**src/rtl/ccd_pixel_sink_pkg.sv**
```systemverilog
// Shared constants, FIFO entry width and state encodings for ccd_pixel_sink.
// CCD_PIXEL_SINK_HEADER_EN adds an SOF bit to each FIFO entry and the frame-header states.
package ccd_pixel_sink_pkg;

  localparam logic [7:0] HDR_SYNC0 = 8'hA5;
  localparam logic [7:0] HDR_SYNC1 = 8'h5A;

`ifdef CCD_PIXEL_SINK_HEADER_EN
  localparam int FIFO_W = 17;
`else
  localparam int FIFO_W = 16;
`endif

  typedef enum logic {
    CAP_WAIT,
    CAP_ACK
  } cap_state_t;

`ifdef CCD_PIXEL_SINK_HEADER_EN
  typedef enum logic [2:0] {
    SER_IDLE,
    SER_LO,
    SER_HI,
    SER_H0,
    SER_H1,
    SER_H2,
    SER_H3
  } ser_state_t;
`else
  typedef enum logic [1:0] {
    SER_IDLE,
    SER_LO,
    SER_HI
  } ser_state_t;
`endif

endpackage

```
**src/rtl/pixel_word_fifo.sv**
```systemverilog
// Synchronous word FIFO with first-word-fall-through read data and an occupancy count.
module pixel_word_fifo #(
  parameter int WIDTH = 16,
  parameter int DEPTH = 16
) (
  input  logic                     clk,
  input  logic                     rst_n,
  input  logic                     push,
  input  logic [WIDTH-1:0]         wdata,
  input  logic                     pop,
  output logic [WIDTH-1:0]         rdata,
  output logic                     full,
  output logic                     empty,
  output logic [$clog2(DEPTH):0]   level
);

  localparam int AW = $clog2(DEPTH);
  localparam logic [AW:0] FULL_LVL = DEPTH[AW:0];

  logic [WIDTH-1:0] mem_q [DEPTH];
  logic [AW-1:0]    wr_ptr_q, wr_ptr_d;
  logic [AW-1:0]    rd_ptr_q, rd_ptr_d;
  logic [AW:0]      level_q, level_d;

  always_comb begin
    wr_ptr_d = push ? wr_ptr_q + AW'(1) : wr_ptr_q;
    rd_ptr_d = pop  ? rd_ptr_q + AW'(1) : rd_ptr_q;
    level_d  = level_q + {{AW{1'b0}}, push} - {{AW{1'b0}}, pop};
  end

  always_ff @(posedge clk or negedge rst_n) begin
    if (!rst_n) begin
      wr_ptr_q <= '0;
      rd_ptr_q <= '0;
      level_q  <= '0;
    end else begin
      wr_ptr_q <= wr_ptr_d;
      rd_ptr_q <= rd_ptr_d;
      level_q  <= level_d;
    end
  end

  always_ff @(posedge clk) begin
    if (push) mem_q[wr_ptr_q] <= wdata;
  end

  assign rdata = mem_q[rd_ptr_q];
  assign full  = (level_q == FULL_LVL);
  assign empty = (level_q == '0);
  assign level = level_q;

endmodule

```
**src/rtl/ccd_pixel_sink.sv**
```systemverilog
// Captures readout pixel words into a FIFO and serialises them little-endian onto a byte stream.
// CCD_PIXEL_SINK_HEADER_EN prefixes each frame's first word with a 4-byte header.
//
// state     | meaning
// CAP_WAIT  | waiting for synchronised avail; blocks while FIFO full
// CAP_ACK   | word stored, holding accept until avail drops
// SER_IDLE  | nothing to send
// SER_LO    | offering low byte of held word
// SER_HI    | offering high byte of held word
// SER_H0-3  | offering header bytes A5, 5A, frame lo, frame hi
module ccd_pixel_sink
  import ccd_pixel_sink_pkg::*;
#(
  parameter int FIFO_DEPTH  = 16,
  parameter int SYNC_STAGES = 2
) (
  input  logic                          clk,
  input  logic                          rst_n,
  input  logic [15:0]                   pix_data,
  input  logic                          pix_avail,
  output logic                          pix_accept,
  input  logic                          ccd_busy,
  output logic [7:0]                    tx_data,
  output logic                          tx_valid,
  input  logic                          tx_ready,
  output logic [15:0]                   frame_cnt,
  output logic [$clog2(FIFO_DEPTH):0]   fifo_level
);

  logic [SYNC_STAGES-1:0] avail_sync_q, busy_sync_q;
  logic avail_s, busy_s, busy_prev_q, busy_rise;

  always_ff @(posedge clk or negedge rst_n) begin
    if (!rst_n) begin
      avail_sync_q <= '0;
      busy_sync_q  <= '0;
      busy_prev_q  <= 1'b0;
    end else begin
      avail_sync_q <= {avail_sync_q[SYNC_STAGES-2:0], pix_avail};
      busy_sync_q  <= {busy_sync_q[SYNC_STAGES-2:0], ccd_busy};
      busy_prev_q  <= busy_s;
    end
  end

  assign avail_s   = avail_sync_q[SYNC_STAGES-1];
  assign busy_s    = busy_sync_q[SYNC_STAGES-1];
  assign busy_rise = busy_s & ~busy_prev_q;

  logic              push, pop, fifo_full, fifo_empty;
  logic [FIFO_W-1:0] fifo_wdata, fifo_rdata;

  cap_state_t  cap_state_q, cap_state_d;
  logic        pix_accept_q, pix_accept_d;
  logic [15:0] frame_cnt_q, frame_cnt_d;
  logic        sof_q, sof_d;

  always_comb begin
    cap_state_d  = cap_state_q;
    pix_accept_d = pix_accept_q;
    push         = 1'b0;
    case (cap_state_q)
      CAP_WAIT: if (avail_s && !fifo_full) begin
        push         = 1'b1;
        cap_state_d  = CAP_ACK;
        pix_accept_d = 1'b1;
      end
      CAP_ACK: if (!avail_s) begin
        cap_state_d  = CAP_WAIT;
        pix_accept_d = 1'b0;
      end
      default: cap_state_d = CAP_WAIT;
    endcase
    frame_cnt_d = frame_cnt_q + 16'(busy_rise);
    // A frame start landing on the same cycle as a write arms SOF for the following word.
    sof_d       = busy_rise | (sof_q & ~push);
  end

`ifdef CCD_PIXEL_SINK_HEADER_EN
  assign fifo_wdata = {sof_q, pix_data};
`else
  assign fifo_wdata = pix_data;
`endif

  pixel_word_fifo #(
    .WIDTH(FIFO_W),
    .DEPTH(FIFO_DEPTH)
  ) u_fifo (
    .clk  (clk),
    .rst_n(rst_n),
    .push (push),
    .wdata(fifo_wdata),
    .pop  (pop),
    .rdata(fifo_rdata),
    .full (fifo_full),
    .empty(fifo_empty),
    .level(fifo_level)
  );

  ser_state_t  ser_q, ser_d;
  logic [15:0] hold_q, hold_d;
  logic [7:0]  tx_data_q, tx_data_d;
  logic        tx_valid_q, tx_valid_d;
  logic        load;
`ifdef CCD_PIXEL_SINK_HEADER_EN
  logic [15:0] hdr_cnt_q, hdr_cnt_d;
`endif

  always_comb begin
    ser_d  = ser_q;
    hold_d = hold_q;
    pop    = 1'b0;
    load   = 1'b0;
`ifdef CCD_PIXEL_SINK_HEADER_EN
    hdr_cnt_d = hdr_cnt_q;
`endif
    case (ser_q)
      SER_IDLE: load = !fifo_empty;
      SER_LO:   if (tx_ready) ser_d = SER_HI;
      SER_HI:   if (tx_ready) begin
        if (!fifo_empty) load = 1'b1;
        else             ser_d = SER_IDLE;
      end
`ifdef CCD_PIXEL_SINK_HEADER_EN
      SER_H0:   if (tx_ready) ser_d = SER_H1;
      SER_H1:   if (tx_ready) ser_d = SER_H2;
      SER_H2:   if (tx_ready) ser_d = SER_H3;
      SER_H3:   if (tx_ready) ser_d = SER_LO;
`endif
      default:  ser_d = SER_IDLE;
    endcase
    if (load) begin
      pop    = 1'b1;
      hold_d = fifo_rdata[15:0];
`ifdef CCD_PIXEL_SINK_HEADER_EN
      if (fifo_rdata[16]) begin
        ser_d     = SER_H0;
        hdr_cnt_d = frame_cnt_q;
      end else begin
        ser_d = SER_LO;
      end
`else
      ser_d = SER_LO;
`endif
    end
    // Outputs are decoded from the next state so they register alongside it.
    tx_valid_d = (ser_d != SER_IDLE);
    case (ser_d)
      SER_LO:  tx_data_d = hold_d[7:0];
      SER_HI:  tx_data_d = hold_d[15:8];
`ifdef CCD_PIXEL_SINK_HEADER_EN
      SER_H0:  tx_data_d = HDR_SYNC0;
      SER_H1:  tx_data_d = HDR_SYNC1;
      SER_H2:  tx_data_d = hdr_cnt_d[7:0];
      SER_H3:  tx_data_d = hdr_cnt_d[15:8];
`endif
      default: tx_data_d = 8'h00;
    endcase
  end

  always_ff @(posedge clk or negedge rst_n) begin
    if (!rst_n) begin
      cap_state_q  <= CAP_WAIT;
      pix_accept_q <= 1'b0;
      frame_cnt_q  <= '0;
      sof_q        <= 1'b0;
      ser_q        <= SER_IDLE;
      hold_q       <= '0;
      tx_data_q    <= '0;
      tx_valid_q   <= 1'b0;
`ifdef CCD_PIXEL_SINK_HEADER_EN
      hdr_cnt_q    <= '0;
`endif
    end else begin
      cap_state_q  <= cap_state_d;
      pix_accept_q <= pix_accept_d;
      frame_cnt_q  <= frame_cnt_d;
      sof_q        <= sof_d;
      ser_q        <= ser_d;
      hold_q       <= hold_d;
      tx_data_q    <= tx_data_d;
      tx_valid_q   <= tx_valid_d;
`ifdef CCD_PIXEL_SINK_HEADER_EN
      hdr_cnt_q    <= hdr_cnt_d;
`endif
    end
  end

  assign pix_accept = pix_accept_q;
  assign tx_data    = tx_data_q;
  assign tx_valid   = tx_valid_q;
  assign frame_cnt  = frame_cnt_q;

endmodule
```
**config.mk**
```make
export PLATFORM = sky130hd
export DESIGN_NAME = ccd_pixel_sink
export DESIGN_NICKNAME = d
export VERILOG_FILES = /design/src/rtl/ccd_pixel_sink_pkg.sv /design/src/rtl/pixel_word_fifo.sv /design/src/rtl/ccd_pixel_sink.sv
export SDC_FILE = /design/constraint.sdc
export NUM_CORES = 1
export LEC_CHECK = 0
export CORE_ASPECT_RATIO = 0.75
export CORE_MARGIN = 2
export CORE_UTILIZATION = 57
export CTS_BUF_LIST = sky130_fd_sc_hd__clkbuf_4 sky130_fd_sc_hd__clkbuf_8
export DETAILED_ROUTE_END_ITERATION = 8
export GPL_ROUTABILITY_DRIVEN = 0
export PLACE_DENSITY = 0.79
export SLEW_MARGIN = 20
export SYNTH_ARGS = -nofsm -noshare
export SYNTH_HDL_FRONTEND = slang
export SYNTH_SLANG_ARGS = --single-unit
```
**constraint.sdc**
```tcl
create_clock -name clk -period 2.93 [get_ports clk]
set_input_delay 0.293 -clock clk [delete_from_list [all_inputs] [get_ports clk]]
set_output_delay 0.293 -clock clk [all_outputs]
set_load 0.01 [all_outputs]
```
; ---- Yosys cells after proc, flatten, opt, wreduce, memory -nomap -nowiden
; Memory sizes are Yosys's and may differ from the RTL's.
; Index checks and enable logic that the tools add are counted.
[totals]
register_bits = 63
mem_bits_rw = 256
inputBits = 21
output_inout_bits = 31
elab_cells = 56
n_memories = 1
[memory_table]
columns = memory, depth, width, rd, rd_ports_with_merged_regs, wr, line_no
row1 = u_fifo.mem_q, 16, 16, 1, 0, 1, pixel_word_fifo.sv:20  ; logic [WIDTH-1:0] mem_q [DEPTH];
[op_classes]
n_addsub = 5
eq_ne = 7
muxes = 20
n_bitwise = 3
reduce_logical = 7
[op_table]
columns = cell, count
row1 = 16-bit by 1-bit adder with 16-bit output, 1
row2 = 16-bit two-way mux, 1
row3 = 8-bit one-hot mux with 2 select lines, 1
row4 = 1-bit two-way mux, 10
row5 = 4-bit by 1-bit adder with 4-bit output (second input constant), 2
row6 = 2-bit two-way mux, 4
row7 = 1-bit one-hot mux with 2 select lines, 3
row8 = 2-bit one-hot mux with 3 select lines, 1
row9 = 5-bit by 1-bit adder with 5-bit output, 1
row10 = 5-bit == test (second input constant), 1
row11 = 5-bit logical NOT, 1
row12 = 5-bit by 1-bit subtractor with 5-bit output, 1
row13 = 2-bit by 1-bit == test with 1-bit output (second input constant), 2
row14 = 2-bit == test (second input constant), 2
row15 = 2-bit != test (second input constant), 2
row16 = 1-bit logical NOT, 2
row17 = 2-bit logical NOT, 1
row18 = 1-bit inverter, 2
row19 = 2-bit AND reduction, 1
row20 = 2-bit nonzero test, 1
row21 = 1-bit bitwise AND, 1
row22 = 1-bit logical AND, 1

; ---- Depth between registers and ports, before layout
; Gate-level depths: netlist of the first run.
[depth]
depth_word = 7
depth_mapped = 17
depth_no_buf = 15

; ---- Hierarchy
; Synthesis of the first run repeated with hierarchy kept, for this count alone.
[unflattened]
hier_cells = 620
hier_area_um2 = 12456.9
[by_module_without_submodules]
columns = mod, n_inst, cells_each, area_each_um2, seq_area_each_um2
row1 = pixel_word_fifo, 1, 481, 10502.6, 8012.7
row2 = ccd_pixel_sink, 1, 139, 1954.4, 1251.2

; ---- Worst setup path before layout of the first run
; OpenSTA, ideal clock, no wires.
[synth_timing]
kind = reg2reg
from = reg u_fifo.level_q[2], in the netlist u_fifo.level[2]
to = mem u_fifo.mem_q[3][0] (enable)
t_arrival_ps = 2575
required_time_ps = 2521
path_slack_ps = -54
stages_incl_launch_ff = 8
path_buffers = 1
path_cell_list = dfrtp_1 > inv_1 > ha_1 > a31oi_1 > and2_1 > clkbuf_1 > nand2_1 > nor3_1
[synth_between]
elab_chain_len = 7
[synth_rtl]
columns = item, line_no
row1 = from (decl), pixel_word_fifo.sv:23  ; logic [AW:0] level_q, level_d;
row2 = from (signal assigned), pixel_word_fifo.sv:39  ; level_q <= level_d;
row3 = 5-bit == test, pixel_word_fifo.sv:48  ; assign full = (level_q == FULL_LVL);
row4 = 1-bit logical NOT, ccd_pixel_sink.sv:62  ; CAP_WAIT: if (avail_s && !fifo_full) begin
row5 = 1-bit logical AND, ccd_pixel_sink.sv:62
row6 = 1-bit two-way mux, ccd_pixel_sink.sv:62
row7 = 1-bit two-way mux, ccd_pixel_sink.sv:61  ; case (cap_state_q)
row8 = via push, ccd_pixel_sink.sv:49  ; logic push, pop, fifo_full, fifo_empty;
row9 = 1-bit two-way mux, pixel_word_fifo.sv:44  ; if (push) mem_q[wr_ptr_q] <= wdata;
row10 = 1-bit two-way mux (not written as such), pixel_word_fifo.sv:44
row11 = to (decl), pixel_word_fifo.sv:20
; The timed path passes the listed nets, and every way through them passes these cells.

; ---- Worst setup path in the final report of the first run
[layout_timing]
from = reg u_fifo.level_q[2], in the netlist u_fifo.level[2]
to = reg u_fifo.level_q[4], in the netlist u_fifo.level[4]
[layout_between]
elab_chain_len = 7
elab_cells_between_ends = 13
classes_between = add/sub: 2 / eq/ne: 1 / mux: 6 / reduce/logical: 4
[layout_rtl]
columns = item, line_no
row1 = 5-bit == test, pixel_word_fifo.sv:48
row2 = 1-bit logical NOT, ccd_pixel_sink.sv:62
row3 = 1-bit logical AND, ccd_pixel_sink.sv:62
row4 = 1-bit two-way mux, ccd_pixel_sink.sv:62
row5 = 1-bit two-way mux, ccd_pixel_sink.sv:61
row6 = 5-bit by 1-bit adder with 5-bit output, pixel_word_fifo.sv:28  ; level_d = level_q + {{AW{1'b0}}, push} - {{AW{1'b0}}, pop};
row7 = 5-bit by 1-bit subtractor with 5-bit output (*), pixel_word_fifo.sv:28
row8 = via u_fifo.level_d[4], pixel_word_fifo.sv:23
; Mark *: on every way through the listed nets, which the timed path passes. The rest lies on a longest branch.
; A chain may end at the register's enable or synchronous reset.

==> results of run 1 <==
-- cell usage after synthesis (all sizes together) --
master | number | share of area
nor3 | 4 | 0.0016
xnor2 | 20 | 0.014
or2 | 1 | 0.00050
a21oi | 3 | 0.0012
nand3b | 2 | 0.0012
o21ai | 20 | 0.012
and2 | 2 | 0.0010
nor2b | 2 | 0.0010
nand3 | 5 | 0.0020
clkbuf | 5 | 0.0015
a32o | 8 | 0.0064
xor2 | 4 | 0.0028
nor2 | 18 | 0.0054
a21o | 1 | 0.00060
nand2b | 3 | 0.0015
or3 | 1 | 0.00050
nor4b | 1 | 0.00070
and4 | 1 | 0.00070
dfrtp | 63 | 0.13
edfxtp | 256 | 0.61
mux2i | 32 | 0.026
o21a | 2 | 0.0012
nand2 | 32 | 0.0096
and3 | 3 | 0.0015
inv | 16 | 0.0048
fa | 1 | 0.0016
ha | 16 | 0.016
a31oi | 1 | 0.00050
nand4 | 6 | 0.0030
mux2 | 16 | 0.014
mux4 | 64 | 0.11
buf | 26 | 0.014
-- state kept, by name, summed over array words and instances (netlist names) --
signal / count
avail_sync_q: 2
busy_prev_q: 1
busy_sync_q: 2
cap_state_q: 1
frame_cnt: 16
hold_q: 16
pix_accept: 1
ser_q: 2
tx_data: 8
tx_valid: 1
u_fifo.level: 5
u_fifo.mem_q: 256
u_fifo.rd_ptr_q: 4
u_fifo.wr_ptr_q: 4
-- per-layer routing --
layer | share of wire | wire length [um] | track usage | vias to the layer above
met2 | 0.48 | 11700 | 0.339 | 263
met1 | 0.42 | 10200 | 0.309 | 3213
met4 | 0.025 | 593 | 0.0796 | 0
li1 | - | - | - | 2738
met3 | 0.072 | 1730 | 0.0431 | 56
met5 | 0 | 0 | 0 | -
-- how the worst min path moves through the flow --
stage / to / depth (start not counted)
final: avail_sync_q[0] / 1
after global routing: avail_sync_q[0] / 1
after CTS: avail_sync_q[0] / 1
after detailed placement: avail_sync_q[1] / 0
after global placement: avail_sync_q[1] / 0
after floorplan: avail_sync_q[0] / 0
-- area by class of cell --
type	count	area, um2
antenna	1	2.50
clock buffer	64	793
timing repair buffer	94	856
inverter	16	60.1
clock inverter	24	228
multi-input combinational	269	3050
fill	1311	6730
tap	288	360
sequential	319	9270
-- power by group through the flow --
| stage | clock network (mW) | logic, mW | registers (mW) |
|---|---|---|---|
| final | 3.80 | 3.96 | 5.78 |
| after global routing | 4.08 | 4.30 | 5.84 |
| after CTS | 3.88 | 3.99 | 5.79 |
| after detailed placement | 0 | 3.96 | 5.88 |
| after global placement | 0 | 3.88 | 5.84 |
| after floorplan | 0 | 2.90 | 5.74 |
-- what timing repair did --
item                                    4_1_cts  5_1_grt
endpoints found under the setup margin        0        1
resized for setup                             0        2
endpoints found under the hold margin        31        0
buffers inserted                              0        1
hold buffers                                  1        0
-- worst reg2reg max path: stages, from the launching register on --
cell and delay (ns):
dfrtp_1 0.37, inv_1 0.08, ha_2 0.20, nor4b_1 0.14
or3_1 0.35, inv_2 0.10, ha_1 0.23, inv_1 0.06
ha_1 0.15, inv_1 0.05, fa_1 0.40, inv_1 0.07
a21oi_1 0.06, nor2_1 0.10, nor2_1 0.06, xnor2_1 0.11
-- cells by family after synthesis --
| family | Yosys count | synth area share |
|---|---|---|
| DFF | 319 | 0.739 |
| muxes | 112 | 0.155 |
| and+or+nand+nor | 81 | 0.0301 |
| AOI/OAI and AO/OA | 35 | 0.0220 |
| xor gates and xnor gates | 24 | 0.0168 |
| adders and majority gates | 17 | 0.0176 |
| buffers and inverters | 47 | 0.0202 |
-- stage by stage --
step | area (um2) | instances
finish | 14600 | 1075
floorplan | 12600 | 635
CTS | 14600 | 1073
global placement | 13600 | 984
global route | 14600 | 1075
detailed placement | 13600 | 984
==> summary.md, run 1 <==
| Metric | Value |
|---|---|
| Mean post-synth cell area | `19.8 um2` |
| Worst reg2reg path endpoint | `u_fifo.level[4]` |
| CTS tree | `done` |
| Fmax | `377 MHz` |
| Worst Slack Setup Final | `0.277 ns` |
| Most frequent cells in the layout | `256 x edfxtp_1, 64 x mux4_2, 60 x dfrtp_1` |
| Critical path's largest stage delay | `~0.40 ns` |
| H-tree depth | `2` |
| Sequential Power Share | `0.427` |
| Comb pwr share | `0.293` |
| Drc violations | `0` |
| Internal power | `around 9.5 mW` |
| Number of vias per cell | `5.83` |
| Port buffer count | `51` |
| First-pass GRT wire length | `37.5 mm` |
| TritonCTS buffer count | `47` |
| Post-synthesis instance total | `635` |
| Crit-path cells | `inv_1, ha_2, nor4b_1, or3_1, inv_2, ha_1, inv_1, ha_1, inv_1, fa_1, inv_1, a21oi_1, nor2_1, nor2_1, xnor2_1` |
| WP buf/inv | `5` |
| Core Util, Final | `0.685` |
| Min-delay worst type | `primary input to register` |
| FF-to-FF Start | `u_fifo.level[2]` |
| Routed wire per std cell | `22.5 um` |
| Worst Setup EP | `u_fifo.level[4]` |
| Layout area overhead | `16.5%` |
| Initial antenna violation count | `1` |
| Die Ht | `132 um` |
| Reg clk slew, reported paths | `around 0.060 ns` |
| Core Rows | `46` |
| Crit path kind | `register to register` |
| CTS Buffer Depth | `3` |
| Final setup vio count | `0` |
| 1st-pass router iterations | `5` |
| Clock share of power | `0.281` |
| P_sw | `approximately 4.0 mW` |
| Total GRT Usage | `0.217` |
| Slew HR | `0.537` |
| Synth Cell Area | `~13000 um2` |
| Startpoint types | `register` |
| Reg2Reg Depth | `15` |
| Worst-Margin Slew | `0.695 ns` |
| Global route overflow | `0` |
| Crit path DAT | `between 3 and 4 ns` |
| Final Hold Viols | `0` |
| Period Utilization, post-route | `0.906` |
| Critical path capture point type | `register` |
| Clk_lat worst skew | `0.57 ns` |
| Library cells used by synthesis | `40` |
| Nets | `785` |
| Flop-to-flop setup slack | `0.28 ns` |
| Most common cell after layout, fill and taps aside | `edfxtp_1` |
| Pwr Total | `13.6 mW` |
| Crit path max-delay cell type | `fa_1` |
| YS warnings | `0` |
| Clk sinks | `319` |
| I/O pin cnt | `between 50 and 60` |
| Hold slack final | `0.184 ns` |
| Pleak | `5.19 nW` |
| Area of the core | `approximately 21000 um2` |
| Starting Density | `0.587` |
| Clock Skew | `0.0284 ns` |
| DRT antenna net count | `0` |
| Worst Hold Launch | `pix_avail` |
| Yosys reg bits | `319` |
| Iteration-0 DRC Markers | `639` |
| Status | `finished, final reports clean` |
| Maximum vdd drop | `~0.00055 V` |
| Fin crit period | `2.65 ns` |
| Switching portion of total power | `0.296` |
| Max FO, Critical Path | `4` |
| Mapped Nets | `~670` |
| Layout cells sized above 1 | `0.295` |
| Setup tns final | `0 ns` |
| Vias in the first global route | `6479` |
| Max-cap violation count | `0` |
| Worst path most repeated cell | `inv_1` |
| Levels on crit path | `15` |
| Post-synthesis sequential area ratio | `0.739` |
| Die footprint | `23200 um2` |
| RSZ-0062 raised after global routing | `false` |
| Worst path top cell family by delay | `adder cells` |
| DPL Wire Length | `approximately 15 mm` |
| Root Buffer | `clkbuf_8` |
| Total Routed Length | `around 24 mm` |
| Crit path from | `u_fifo.level[2]` |
| Post-placement setup slack | `around 0.16 ns` |
| Pwr dens | `927 nW/um2` |
| Max Transition Viols Final | `0` |
| Largest net degree at the start of global routing | `between 50 and 60` |
| Critical Path RT | `3.38 ns` |
| Vias | `6270` |
| Die width | `175 um` |
Power figures use the tool's default switching activity.
==> run 2: changes to the inputs <==
--- a/config.mk
+++ b/config.mk
@@ -5,6 +5,7 @@
 export SDC_FILE = /design/constraint.sdc
 export NUM_CORES = 1
 export LEC_CHECK = 0
+export ABC_AREA = 0
 export CORE_ASPECT_RATIO = 0.75
 export CORE_MARGIN = 2
 export CORE_UTILIZATION = 57
==> results of run 2 <==
The final DEF is identical to that of run 1; final timing and power are the same.
